[src/rtl/logic_gate_pipe_if.sv]
`default_nettype none
// ============================================================================
// Module      : logic_gate_pipe_if
// Description : Operand/result handshake and sweep-control bundle for the
//               registered bitwise gate block. The master drives operands,
//               opcode, downstream ready and the sweep request. The slave
//               returns the result, its flags and the sweep status.
// Revision    : 1.0 - initial release
// ============================================================================
interface logic_gate_pipe_if #(
  parameter int WIDTH = 8
);
  logic             in_valid;
  logic             in_ready;
  logic [WIDTH-1:0] a;
  logic [WIDTH-1:0] b;
  logic [2:0]       op;
  logic             out_valid;
  logic             out_ready;
  logic [WIDTH-1:0] y;
  logic             zero;
  logic             parity;
  logic             sweep_start;
  logic             sweep_busy;
  logic             sweep_done;
  logic [31:0]      tt_word;
  logic             lane_err;

  modport master (
    output in_valid, a, b, op, out_ready, sweep_start,
    input  in_ready, out_valid, y, zero, parity,
           sweep_busy, sweep_done, tt_word, lane_err
  );

  modport slave (
    input  in_valid, a, b, op, out_ready, sweep_start,
    output in_ready, out_valid, y, zero, parity,
           sweep_busy, sweep_done, tt_word, lane_err
  );
endinterface
`default_nettype wire

[src/rtl/logic_gate_pipe.sv]
`default_nettype none
// ============================================================================
// Module      : logic_gate_pipe
// Description : One of eight bitwise gate functions applied to two WIDTH-bit
//               operands behind a valid/ready handshake with a one-stage
//               output register. A sweep engine runs all 32 (opcode, input)
//               vectors through the same gate function with lane-replicated
//               operands, and reports a truth-table word plus a flag that is
//               set when any lane disagrees with lane 0.
// Revision    : 1.0 - initial release
// ============================================================================
module logic_gate_pipe #(
  parameter int WIDTH = 8
) (
  input  logic               clk,
  input  logic               rst,
  logic_gate_pipe_if.slave   bus
);

  // Opcode map: 0 AND, 1 OR, 2 NOT a, 3 NOT b, 4 NAND, 5 NOR, 6 XOR, 7 XNOR.
  function automatic logic [WIDTH-1:0] gate_f(
    input logic [2:0]       op_v,
    input logic [WIDTH-1:0] a_v,
    input logic [WIDTH-1:0] b_v
  );
    logic [WIDTH-1:0] r;
    case (op_v)
      3'd0:    r = a_v & b_v;
      3'd1:    r = a_v | b_v;
      3'd2:    r = ~a_v;
      3'd3:    r = ~b_v;
      3'd4:    r = ~(a_v & b_v);
      3'd5:    r = ~(a_v | b_v);
      3'd6:    r = a_v ^ b_v;
      default: r = ~(a_v ^ b_v);
    endcase
    return r;
  endfunction

  // The ARM state holds the one-cycle gap between the sampled request and
  // the first busy cycle, so a transfer can still slip in right after the
  // request is taken.
  typedef enum logic [1:0] {
    S_IDLE  = 2'd0,
    S_ARM   = 2'd1,
    S_SWEEP = 2'd2,
    S_DONE  = 2'd3
  } state_t;

  state_t           state_q;
  logic [4:0]       k_q;
  logic [31:0]      tt_q;
  logic             lane_err_q;
  logic             busy_q;
  logic             done_q;

  logic             out_valid_q, out_valid_d;
  logic [WIDTH-1:0] y_q, y_d;
  logic             zero_q, zero_d;
  logic             parity_q, parity_d;

  logic             w_in_ready;
  logic             w_accept;
  logic [WIDTH-1:0] w_gate_y;
  logic [WIDTH-1:0] w_sweep_y;
  logic             w_lane_uniform;

  assign w_in_ready = !busy_q && (!out_valid_q || bus.out_ready);
  assign w_accept   = bus.in_valid && w_in_ready;
  assign w_gate_y   = gate_f(bus.op, bus.a, bus.b);

  // Sweep vector k: opcode in k[4:2], a from k[1], b from k[0], every lane.
  assign w_sweep_y      = gate_f(k_q[4:2], {WIDTH{k_q[1]}}, {WIDTH{k_q[0]}});
  assign w_lane_uniform = (w_sweep_y == '0) || (w_sweep_y == '1);

  // Output register next state: load on transfer, drop valid on drain, else hold.
  always_comb begin
    out_valid_d = out_valid_q;
    y_d         = y_q;
    zero_d      = zero_q;
    parity_d    = parity_q;
    if (w_accept) begin
      out_valid_d = 1'b1;
      y_d         = w_gate_y;
      zero_d      = (w_gate_y == '0);
      parity_d    = ^w_gate_y;
    end else if (out_valid_q && bus.out_ready) begin
      out_valid_d = 1'b0;
    end
  end

  // Result register; reset discards any pending result.
  always_ff @(posedge clk) begin
    if (rst) begin
      out_valid_q <= 1'b0;
      y_q         <= '0;
      zero_q      <= 1'b0;
      parity_q    <= 1'b0;
    end else begin
      out_valid_q <= out_valid_d;
      y_q         <= y_d;
      zero_q      <= zero_d;
      parity_q    <= parity_d;
    end
  end

  // Sweep engine with registered busy/done; reset aborts a sweep without a done pulse.
  always_ff @(posedge clk) begin
    if (rst) begin
      state_q    <= S_IDLE;
      k_q        <= 5'd0;
      tt_q       <= 32'd0;
      lane_err_q <= 1'b0;
      busy_q     <= 1'b0;
      done_q     <= 1'b0;
    end else begin
      case (state_q)
        S_IDLE: begin
          done_q <= 1'b0;
          if (bus.sweep_start) begin
            state_q <= S_ARM;
          end
        end
        S_ARM: begin
          state_q    <= S_SWEEP;
          k_q        <= 5'd0;
          tt_q       <= 32'd0;
          lane_err_q <= 1'b0;
          busy_q     <= 1'b1;
        end
        S_SWEEP: begin
          tt_q[k_q] <= w_sweep_y[0];
          if (!w_lane_uniform) begin
            lane_err_q <= 1'b1;
          end
          k_q <= k_q + 5'd1;
          if (k_q == 5'd31) begin
            state_q <= S_DONE;
            busy_q  <= 1'b0;
            done_q  <= 1'b1;
          end
        end
        default: begin
          done_q  <= 1'b0;
          state_q <= S_IDLE;
        end
      endcase
    end
  end

  assign bus.in_ready   = w_in_ready;
  assign bus.out_valid  = out_valid_q;
  assign bus.y          = y_q;
  assign bus.zero       = zero_q;
  assign bus.parity     = parity_q;
  assign bus.sweep_busy = busy_q;
  assign bus.sweep_done = done_q;
  assign bus.tt_word    = tt_q;
  assign bus.lane_err   = lane_err_q;

endmodule
`default_nettype wire

[src/flat_wrapper.sv]
// flat-port wrapper written by rule: the top's interface ports become plain ports
module logic_gate_pipe_flat 
#(
  parameter int WIDTH = 8
)
  (clk, rst, bus_in_valid, bus_a, bus_b, bus_op, bus_out_ready, bus_sweep_start, bus_in_ready, bus_out_valid, bus_y, bus_zero, bus_parity, bus_sweep_busy, bus_sweep_done, bus_tt_word, bus_lane_err);
  logic_gate_pipe_if #(.WIDTH(WIDTH)) bus_i ();
  input  logic clk;
  input  logic rst;
  input wire logic [$bits(bus_i.in_valid)-1:0] bus_in_valid;
  input wire logic [$bits(bus_i.a)-1:0] bus_a;
  input wire logic [$bits(bus_i.b)-1:0] bus_b;
  input wire logic [$bits(bus_i.op)-1:0] bus_op;
  input wire logic [$bits(bus_i.out_ready)-1:0] bus_out_ready;
  input wire logic [$bits(bus_i.sweep_start)-1:0] bus_sweep_start;
  output wire logic [$bits(bus_i.in_ready)-1:0] bus_in_ready;
  output wire logic [$bits(bus_i.out_valid)-1:0] bus_out_valid;
  output wire logic [$bits(bus_i.y)-1:0] bus_y;
  output wire logic [$bits(bus_i.zero)-1:0] bus_zero;
  output wire logic [$bits(bus_i.parity)-1:0] bus_parity;
  output wire logic [$bits(bus_i.sweep_busy)-1:0] bus_sweep_busy;
  output wire logic [$bits(bus_i.sweep_done)-1:0] bus_sweep_done;
  output wire logic [$bits(bus_i.tt_word)-1:0] bus_tt_word;
  output wire logic [$bits(bus_i.lane_err)-1:0] bus_lane_err;
  assign bus_i.in_valid = bus_in_valid;
  assign bus_i.a = bus_a;
  assign bus_i.b = bus_b;
  assign bus_i.op = bus_op;
  assign bus_i.out_ready = bus_out_ready;
  assign bus_i.sweep_start = bus_sweep_start;
  assign bus_in_ready = bus_i.in_ready;
  assign bus_out_valid = bus_i.out_valid;
  assign bus_y = bus_i.y;
  assign bus_zero = bus_i.zero;
  assign bus_parity = bus_i.parity;
  assign bus_sweep_busy = bus_i.sweep_busy;
  assign bus_sweep_done = bus_i.sweep_done;
  assign bus_tt_word = bus_i.tt_word;
  assign bus_lane_err = bus_i.lane_err;
  logic_gate_pipe #(.WIDTH(WIDTH)) u_core (.clk(clk), .rst(rst), .bus(bus_i));
endmodule
[config.mk]
export PLATFORM = sky130hd
export DESIGN_NAME = logic_gate_pipe_flat
export DESIGN_NICKNAME = d
export VERILOG_FILES = /design/src/rtl/logic_gate_pipe_if.sv /design/src/rtl/logic_gate_pipe.sv /design/src/flat_wrapper.sv
export SDC_FILE = /design/constraint.sdc
export NUM_CORES = 1
export LEC_CHECK = 0
export BUFFER_PORTS_ARGS = -buffer_cell sky130_fd_sc_hd__buf_2
export CAP_MARGIN = 40
export CELL_PAD_IN_SITES_DETAIL_PLACEMENT = 0
export CELL_PAD_IN_SITES_GLOBAL_PLACEMENT = 1
export CORE_UTILIZATION = 32
export DETAILED_ROUTE_END_ITERATION = 8
export GPL_TIMING_DRIVEN = 0
export MAX_ROUTING_LAYER = met4
export PLACE_DENSITY_LB_ADDON = 0.1
export SKIP_LAST_GASP = 1
export SYNTH_ARGS = -nofsm -noshare
export SYNTH_HDL_FRONTEND = slang
export SYNTH_SLANG_ARGS = --single-unit
[constraint.sdc]
create_clock -name clk -period 3.35 [get_ports clk]
set_input_delay 0.1675 -clock clk [delete_from_list [all_inputs] [get_ports clk]]
set_output_delay 0.1675 -clock clk [all_outputs]
set_load 0.03 [all_outputs]
==> results.yml, run 1 <==
setup_path:
  reg2reg_depth: 7
  end_kind: "register"
  worstPathRequired_ns: 3.54
  crit_fanout: 10
  critPathSlowestCell: "dfxtp_1"
  cp.arrival_ns: 2.40
  critPathTopFamily: "compound AO/OA/AOI/OAI gates"
  r2r_end: "u_core.bus.tt_word[1]"
  cpPeakStageDelay_ns: 0.49
  crit_path_frequent_cell: "o21ai_0"
  r2r-start: "u_core.k_q[0]"
  rrSetupSlack_ns: 1.14
  setup.worst_path.class: "reg2reg"
  cp-start-kind: "register"
  cp.buffers_inverters: 2
  path_cells: "inv_1, ha_1, o21ai_0, a21boi_1, o31ai_1, buf_2, o21ai_0"
clocking:
  cts_made_buffers: 5
  cts_tree: "yes"
  cts_sinks: 53
  post_cts_resized: 0
  clk-insertion-delay-late_ns: 0.30
  clk_pin_slew_ns: 0.10
  cts_buffer_depth: 2
  hold_buffers: 0
  cts_root_buffer: "clkbuf_8"
  post_cts_buffers: 0
  htreeDepth: 2
synthesis:
  yosys_warnings: 0
  syn_inst: 392
  synth_compound_area_share_pct: 20.8
  ys_top_cells_by_count: "dfxtp_1 (53), nand2_1 (37), ha_1 (29)"
  synth_top_family_by_area: "simple AND/OR/NAND/NOR gates"
  synthTopCellsByArea: "dfxtp_1 (33%), ha_1 (11%), nand2_1 (4.3%), o211ai_1 (3.7%), a21oi_1 (3.6%)"
  synth_xor_area_share_pct: 1.90
  synth_most_common_cell: "dfxtp_1"
  syn_nets: 445
  synthSimpleGateAreaFrac_pct: 22.6
  ys_ff_latch: 53
  yosys.area.top_type_share_pct: 32.9
  synth_adder_area_share_pct: 11.2
  syn_avg_cell_area_um2: 8.23
  async_flop_share_pct: 0
  synth_seq_area_share_pct: 32.9
  synth_edf_count: 0
  synth_cell_type_count: 54
  syn-cell-area_um2: 3230
  muxShareOfSynthArea_pct: 3.65
  synth_top_area_cell: "dfxtp_1"
  synth_top_flop_cell: "dfxtp_1"
placed_design:
  io_buffers: 67
  dpl.hpwl_mm: 6.73
  gp_congestion: 0.816
worst_hold_path:
  min_path_cells: 4
  hold_start: "bus_out_ready"
  hold_end: "u_core.bus.out_valid"
  hold_path.class: "in2reg"
detailed_routing:
  num_vias: 3005
  ant_nets: 0
  wire_per_inst_um: 14.6
  routed_wl_mm: 8.74
  vias_per_cell: 5.02
  drc_errors: 0
  drtPass1Iterations: 4
  drt-initial-drc-count: 122
die:
  core_um2: 9770
  rows: 36
  start_util_pct: 33.0
  fp.dieArea_um2: 10500
  io_pins: 71
  fp.dieH_um: 102
  fp.dieW_um: 102
cells_and_area:
  drive_gt1_share_pct: 20.6
  finalNetCount: 519
  n_antenna_cell: 0
  area_growth_pct: 18.2
flow_run:
  maxCapViolations: 0
global_routing:
  grt_pass1_vias: 2703
  grt_start_max_net_pins: 15
  grtUsageTotal_pct: 17.7
  grt_remaining_overflow: 0
  antenna_found_initial: 0
  grt_pass1_wl_mm: 13.9
power:
  powerDensity_nw_per_um2: 448
  p_leak_uw: 0.00168
  irDropWorstVdd_v: 0.000332
timing:
  rsz0062_at_grt: "false"
  finClkSkew_ns: 0.00884
  worst_pin_slew_ns: 0.664
  finalHoldViolations: 0
  fin_setup_tns_ns: 0
  clock.fmax_ghz: 0.452
  min_period_ns: 2.21
  final_max_slew_viol_count: 0
  period_share_pct: 66.0
  setup_violations: 0
  maxSlewHeadroom_pct: 55.7
  holdWs_ns: 0.190
status:
  status: "finished, final reports clean"
## registers in the layout (all words and copies together) (netlist names), 2 cells and up
name and count:
u_core.state_q 2, u_core.k_q 5, u_core.bus.tt_word 32, u_core.bus.y 8
## tightest hold or removal path: stages
cell,delay [ns]
buf_2,0.08
nor2b_1,0.06
nor2_1,0.10
nor2_1,0.05
## report_power, final
group	internal [uW]	switching [uW]	total (uW)
sequential	672	36.9	709
clock	165	208	373
combinational	219	409	628
total	1060	654	1710
## per-layer routing
metal	share of wire [%]	GRT usage (%)	up-vias
met3	4.3	2.39	7
met4	0.96	3.96	0
met1	54	25.9	1392
li1	-	-	1539
met2	41	25.5	67
met5	0	-	-
## how the worst max path moves through the flow
stage             startpoint                endpoint  slack, ns  depth (start not counted)
3_3_place_gp       bus_op[0]       u_core.bus.parity       1.05                          9
5_1_grt        u_core.k_q[0]  u_core.bus.tt_word[25]       1.01                          7
4_1_cts        u_core.k_q[0]   u_core.bus.tt_word[1]       1.12                          7
2_1_floorplan      bus_op[2]       u_core.bus.parity       1.47                          9
3_5_place_dp       bus_op[0]       u_core.bus.parity       1.06                          9
6_report       u_core.k_q[0]   u_core.bus.tt_word[1]       1.14                          7
## cell type report
class                   instances  area (um^2)
multi-input cells             286         1940
clock buffers                   7         86.3
well taps                     133          166
inverters                      29          109
flip-flops and latches         53         1060
repair buffers                 67          335
fillers                      1039         5960
plain buffers                  24          115
## layout by cell type, fill, tap and decap left out, types with 3 or more instances in the layout
master	synthesis	layout
buf_2	10	77
dfxtp_1	53	53
nand2_1	37	37
ha_1	29	29
inv_1	28	28
a21oi_1	23	23
o21ai_0	20	20
nor2_1	19	19
nand3_1	17	17
o211ai_1	16	16
or3_1	14	14
nand2b_1	12	12
nor2b_1	11	11
clkbuf_1	10	11
o22ai_1	10	10
xnor2_1	7	7
a211oi_1	7	7
mux2_2	6	6
clkbuf_8	0	6
mux2i_1	5	5
nand4_1	5	5
o31ai_1	4	4
o211a_1	4	4
and2_1	3	3
o21a_1	3	3
## through the flow
stage               power [uW]  instance area (um^2)  std cells  setup slack, ns  utilization [%]
floorplan                 1170                  3230        392             1.47                -
finish                    1710                  3810        599             1.14             39.0
CTS                       1730                  3810        599             1.12             39.0
global placement          1350                  3730        592             1.05             38.1
detailed placement        1350                  3730        592             1.06             38.1
global route              1820                  3810        599             1.01             39.0
## logic make-up after synthesis
group | Yosys count
mux | 11
buf+inv | 53
fa+ha+maj | 29
compound gates | 102
simple gates | 137
flops | 53
xor+xnor | 7
Power figures use the tool's default switching activity.
==> inputs of run 2 (changes only) <==
--- a/config.mk
+++ b/config.mk
@@ -5,6 +5,7 @@
 export SDC_FILE = /design/constraint.sdc
 export NUM_CORES = 1
 export LEC_CHECK = 0
+export ABC_AREA = 1
 export BUFFER_PORTS_ARGS = -buffer_cell sky130_fd_sc_hd__buf_2
 export CAP_MARGIN = 40
 export CELL_PAD_IN_SITES_DETAIL_PLACEMENT = 0
==> constraint.sdc (replaced) <==
create_clock -name clk -period 1.9 [get_ports clk]
set_input_delay 0.095 -clock clk [delete_from_list [all_inputs] [get_ports clk]]
set_output_delay 0.095 -clock clk [all_outputs]
set_load 0.03 [all_outputs]
==> run 2 against run 1 <==
Against the previous run:
- sequential share of layout area fell by 2.7 points
- critical endpoint is now u_core.bus.tt_word[15]
- synthesized cell count rose by 36%
- worst setup slack got worse by 1.0 ns
- fmax rose by 25%
- critical path type unchanged
- clock skew rose by 0.0070 ns
- largest power group unchanged
- combinational power rose by 89%
==> results.yml, run 2 <==
status:
  status: "finished, final reports clean"
cells_and_area:
  drive_gt1_share_pct: 22.1
  largest_reg_flops: 32
  finish.instance_area_um2: 4220
  n_antenna_cell: 0
  area_growth_pct: 18.1
  most-common-layout-cells: "nand2_1 (134), inv_1 (77), buf_2 (75), nor2_1 (64), dfxtp_1 (53)"
  finalNetCount: 663
  finalCoreUtilization_pct: 38.9
  final_common_cell: "nand2_1"
detailed_routing:
  drt-initial-drc-count: 158
  vias_per_cell: 4.70
  routed_wl_mm: 10.0
  drc_errors: 0
  drtPass1Iterations: 4
  wire_per_inst_um: 13.3
  num_vias: 3529
  ant_nets: 0
timing:
  setup_violations: 0
  finClkSkew_ns: 0.0158
  min_period_ns: 1.77
  holdWs_ns: 0.130
  clock.fmax_ghz: 0.564
  maxSlewHeadroom_pct: 61.6
  final_max_slew_viol_count: 0
  period_share_pct: 93.3
  finalHoldViolations: 0
  worst_pin_slew_ns: 0.576
power:
  irDropWorstVdd_v: 0.000422
  p_int_uw: 1960
  pwr-share-comb_pct: 36.4
  pwr-share-clk_pct: 24.9
  swShare_pct: 40.3
  switchingPower_uw: 1320
  p_leak_uw: 0.00232
  powerDensity_nw_per_um2: 777
  totalPowerFinal_uw: 3280
  p_seq_share_pct: 38.7
clocking:
  cts_root_buffer: "clkbuf_8"
  hold_buffers: 0
  clk_pin_slew_ns: 0.11
  post_cts_resized: 1
  post_cts_buffers: 0
  cts_sinks: 53
  htreeDepth: 2
  cts_made_buffers: 5
  cts_tree: "yes"
  clk-insertion-delay-late_ns: 0.31
  cts_buffer_depth: 2
setup_path:
  critPathTopFamily: "simple AND/OR/NAND/NOR gates"
  worstPathRequired_ns: 2.11
  cp.arrival_ns: 1.99
  path_cells: "inv_1, ha_2, nand4_1, nand2_1, nor2_1, nand3_2, nand2_4, buf_6, a21oi_2"
  reg2reg_depth: 9
  path_depth: 9
  critPathSlowestCell: "dfxtp_1"
  setup.worst_path.class: "reg2reg"
  cp.buffers_inverters: 2
  cpPeakStageDelay_ns: 0.43
  cp-start-kind: "register"
  end_kind: "register"
  crit_fanout: 10
synthesis:
  synth_seq_area_share_pct: 29.7
  yosys_warnings: 0
  synth_top_area_cell: "dfxtp_1"
  synth_most_common_cell: "nand2_1"
  ys_top_cells_by_count: "nand2_1 (134), inv_1 (77), nor2_1 (65)"
  synth_cell_type_count: 31
  synth_top_flop_cell: "dfxtp_1"
  async_flop_share_pct: 0
  syn_inst: 535
  synthTopCellsByArea: "dfxtp_1 (30%), nand2_1 (14%), ha_1 (10%), inv_1 (8.1%), nor2_1 (6.8%)"
  ys_ff_latch: 53
  syn_avg_cell_area_um2: 6.67
  yosys.area.top_type_share_pct: 29.7
  syn_nets: 588
  syn-cell-area_um2: 3570
  synth_edf_count: 0
global_routing:
  met3_usage_pct: 2.18
  grt_pass1_vias: 3308
  antenna_found_initial: 0
  grt_remaining_overflow: 0
  grt_start_max_net_pins: 18
  busiest_layer: "met2"
  grtUsageMet1_pct: 23.6
  grtUsageTotal_pct: 18.5
  grt_pass1_wl_mm: 16.4
  grt_use_met2_pct: 31.0
placed_design:
  io_buffers: 68
  gp_congestion: 0.816
  dpl_cell_area_um2: 4090
  dpl.hpwl_mm: 7.50
die:
  fp.dieH_um: 108
  fp.dieArea_um2: 11600
  fp.dieW_um: 108
  io_pins: 71
  rows: 38
  start_util_pct: 32.9
  core_um2: 10800
worst_hold_path:
  hold_path.class: "in2reg"
  min_path_cells: 3
flow_run:
  maxCapViolations: 0
-- run 2: per-stage QoR --
stage               TNS (ns)  cells  worst slack, ns
finish                     0    751            0.128
global placement       -1.08    743           -0.276
global route         -0.0172    751          -0.0129
CTS                        0    751           0.0317
floorplan                  0    535            0.116
detailed placement    -0.914    743           -0.262
-- run 2: final timing paths --
kind	from	endpoint	slack (ns)
setup / recovery	u_core.k_q[0]	u_core.bus.tt_word[15]	0.13
hold / removal	bus_sweep_start	u_core.state_q[1]	0.13
setup reg to reg	u_core.k_q[0]	u_core.bus.tt_word[15]	0.13
hold reg to reg	u_core.bus.tt_word[3]	u_core.bus.tt_word[3]	0.49
-- run 2: final cells by class --
| type | count | area (um^2) |
|---|---|---|
| repair buffers | 68 | 340 |
| well taps | 140 | 175 |
| flip-flops and latches | 53 | 1060 |
| multi-input cells | 378 | 2090 |
| plain buffers | 21 | 129 |
| fillers | 1200 | 6620 |
| clock inverters | 3 | 43.8 |
| inverters | 83 | 314 |
| clock buffers | 5 | 68.8 |
-- run 2: cells by family (layout without fill, tap and decap cells) --
kind of cell | after synthesis | in the layout | synth area share [%]
flops | 53 | 53 | 29.7
xor+xnor | 4 | 4 | 0.981
fa+ha+maj | 29 | 29 | 10.2
simple gates | 273 | 273 | 33.7
buf+inv | 104 | 180 | 12.3
compound gates | 72 | 72 | 13.1
-- run 2: power by group through the flow --
stage | logic, uW | clock network [uW] | registers (uW)
CTS | 1190 | 847 | 1270
global route | 1340 | 886 | 1280
detailed placement | 1180 | 0 | 1290
floorplan | 697 | 0 | 1410
finish | 1190 | 816 | 1270
global placement | 1190 | 0 | 1300
-- run 2: routing by layer --
metal | vias to the layer above | routed length, um
met5 | - | 0
met4 | 0 | 133
met3 | 11 | 358
met2 | 71 | 4710
met1 | 1608 | 4810
li1 | 1839 | -
-- run 2: worst register-to-register path, stage by stage (launching register included) --
cell,delay [ns]
dfxtp_1,0.43
inv_1,0.12
ha_2,0.36
nand4_1,0.11
nand2_1,0.06
nor2_1,0.13
nand3_2,0.10
nand2_4,0.11
buf_6,0.18
a21oi_2,0.07
==> inputs of run 3 (changes only) <==
--- a/config.mk
+++ b/config.mk
@@ -6,12 +6,12 @@
 export NUM_CORES = 1
 export LEC_CHECK = 0
 export ABC_AREA = 1
-export BUFFER_PORTS_ARGS = -buffer_cell sky130_fd_sc_hd__buf_2
 export CAP_MARGIN = 40
 export CELL_PAD_IN_SITES_DETAIL_PLACEMENT = 0
 export CELL_PAD_IN_SITES_GLOBAL_PLACEMENT = 1
 export CORE_UTILIZATION = 32
 export DETAILED_ROUTE_END_ITERATION = 8
+export DONT_BUFFER_PORTS = 1
 export GPL_TIMING_DRIVEN = 0
 export MAX_ROUTING_LAYER = met4
 export PLACE_DENSITY_LB_ADDON = 0.1
==> run 3 against run 2 <==
Against the previous run:
- total power down 7.0%
- routed wire length down 0.33%
- largest cell class unchanged
- global-route usage down 0.089 points
- clock power down 19%
- critical path depth unchanged
- flip-flop and latch count unchanged
- worst setup slack better by 0.041 ns
- non-clock buffer count down 68
==> results.yml, run 3 (synthesis results as in run 2) <==
status:
  status: "finished, final reports clean"
setup_path:
  cp.arrival_ns: 1.95
  r2r-start: "u_core.k_q[0]"
  cp-startpoint: "bus_op[2]"
  r2r_end: "u_core.bus.tt_word[16]"
  cp-endpoint: "u_core.bus.parity"
  reg2reg_depth: 9
  end_kind: "register"
  setup.worst_path.class: "in2reg"
  worstPathRequired_ns: 2.11
  cp-start-kind: "input pin"
  crit_fanout: 10
  rrSetupSlack_ns: 0.18
power:
  totalPowerFinal_uw: 3050
  p_leak_uw: 0.00197
  powerDensity_nw_per_um2: 791
  irDropWorstVdd_v: 0.000419
timing:
  final_max_slew_viol_count: 0
  min_period_ns: 1.73
  rsz0062_at_grt: "true"
  worst_pin_slew_ns: 0.587
  finClkSkew_ns: 0.0105
  clock.fmax_ghz: 0.578
  period_share_pct: 91.1
  maxSlewHeadroom_pct: 60.9
  finalHoldViolations: 0
  setup_violations: 0
  setup_ws_ns: 0.169
cells_and_area:
  drive_gt1_share_pct: 12.7
  area_growth_pct: 7.92
  final_common_cell: "nand2_1"
  finalNetCount: 595
  largest_reg_flops: 32
  most-common-layout-cells: "nand2_1 (132), inv_1 (77), nor2_1 (63), dfxtp_1 (52), nand3_1 (41)"
  n_antenna_cell: 0
detailed_routing:
  routed_wl_mm: 9.98
  drt-initial-drc-count: 149
  vias_per_cell: 4.74
  ant_nets: 0
  wire_per_inst_um: 14.6
  drtPass1Iterations: 4
  num_vias: 3237
  drc_errors: 0
clocking:
  hold_buffers: 0
  htreeDepth: 2
  clk_pin_slew_ns: 0.10
  cts_made_buffers: 5
  clk-insertion-delay-late_ns: 0.32
  cts_sinks: 53
  cts_tree: "yes"
  cts_buffer_depth: 2
  post_cts_buffers: 0
  cts_root_buffer: "clkbuf_8"
  post_cts_resized: 3
die:
  rows: 38
  fp.dieW_um: 108
  io_pins: 71
  fp.dieArea_um2: 11600
  start_util_pct: 32.9
  fp.dieH_um: 108
  core_um2: 10800
global_routing:
  grt_start_max_net_pins: 17
  grt_pass1_vias: 3077
  antenna_found_initial: 0
  grt_remaining_overflow: 0
  grtUsageTotal_pct: 18.5
  grt_pass1_wl_mm: 15.9
placed_design:
  dpl.hpwl_mm: 7.38
  pre_cts_ws_ns: -0.325
  gp_congestion: 0.814
  io_buffers: 0
worst_hold_path:
  hold_path.class: "in2reg"
flow_run:
  maxCapViolations: 0
run 3: worst min-delay path by stage:
| stage | startpoint | to | slack [ns] | cells after the start |
|---|---|---|---|---|
| after floorplan | bus_sweep_start | u_core.state_q[1] | 0.34 | 2 |
| after global placement | bus_out_ready | u_core.bus.out_valid | 0.37 | 3 |
| after detailed placement | bus_sweep_start | u_core.state_q[1] | 0.37 | 2 |
| after CTS | bus_sweep_start | u_core.state_q[0] | 0.03 | 2 |
| after global routing | bus_sweep_start | u_core.state_q[1] | 0.05 | 2 |
| final | bus_sweep_start | u_core.state_q[0] | 0.04 | 2 |
run 3: final cells by class:
type / instances / area, um^2
multi-input cells: 378 / 2090
inverters: 83 / 314
plain buffers: 21 / 129
well taps: 140 / 175
flip-flops and latches: 53 / 1060
fillers: 1180 / 6990
clock inverters: 2 / 13.8
clock buffers: 6 / 72.6
run 3: worst max-delay path, stage by stage:
cell	delay (ns)
buf_2	0.20
nand3_1	0.35
or2_2	0.40
nand3_1	0.15
inv_1	0.07
ha_1	0.30
xnor2_1	0.17
xnor2_1	0.13
a21oi_1	0.07
run 3: per-layer routing:
metal | up-vias | share of wire [%] | global-route usage (%)
li1 | 1699 | - | -
met1 | 1460 | 46 | 22.6
met2 | 67 | 47 | 29.6
met3 | 11 | 5.4 | 4.72
met4 | 0 | 1.6 | 5.87
met5 | - | 0 | -
run 3: report_power, final:
part,switching (uW),internal (uW)
combinational,673,297
sequential,212,1210
clock,398,264
run 3: through the flow:
step	setup TNS [ns]	cells	hold slack (ns)	area, um^2	utilization (%)
after global routing	-0.00809	683	0.0476	3850	35.5
final	0	683	0.0417	3850	35.5
after floorplan	0	535	0.336	3570	-
after CTS	0	683	0.0260	3840	35.4
after detailed placement	-4.03	675	0.373	3750	34.6
after global placement	-3.82	675	0.365	3750	34.6
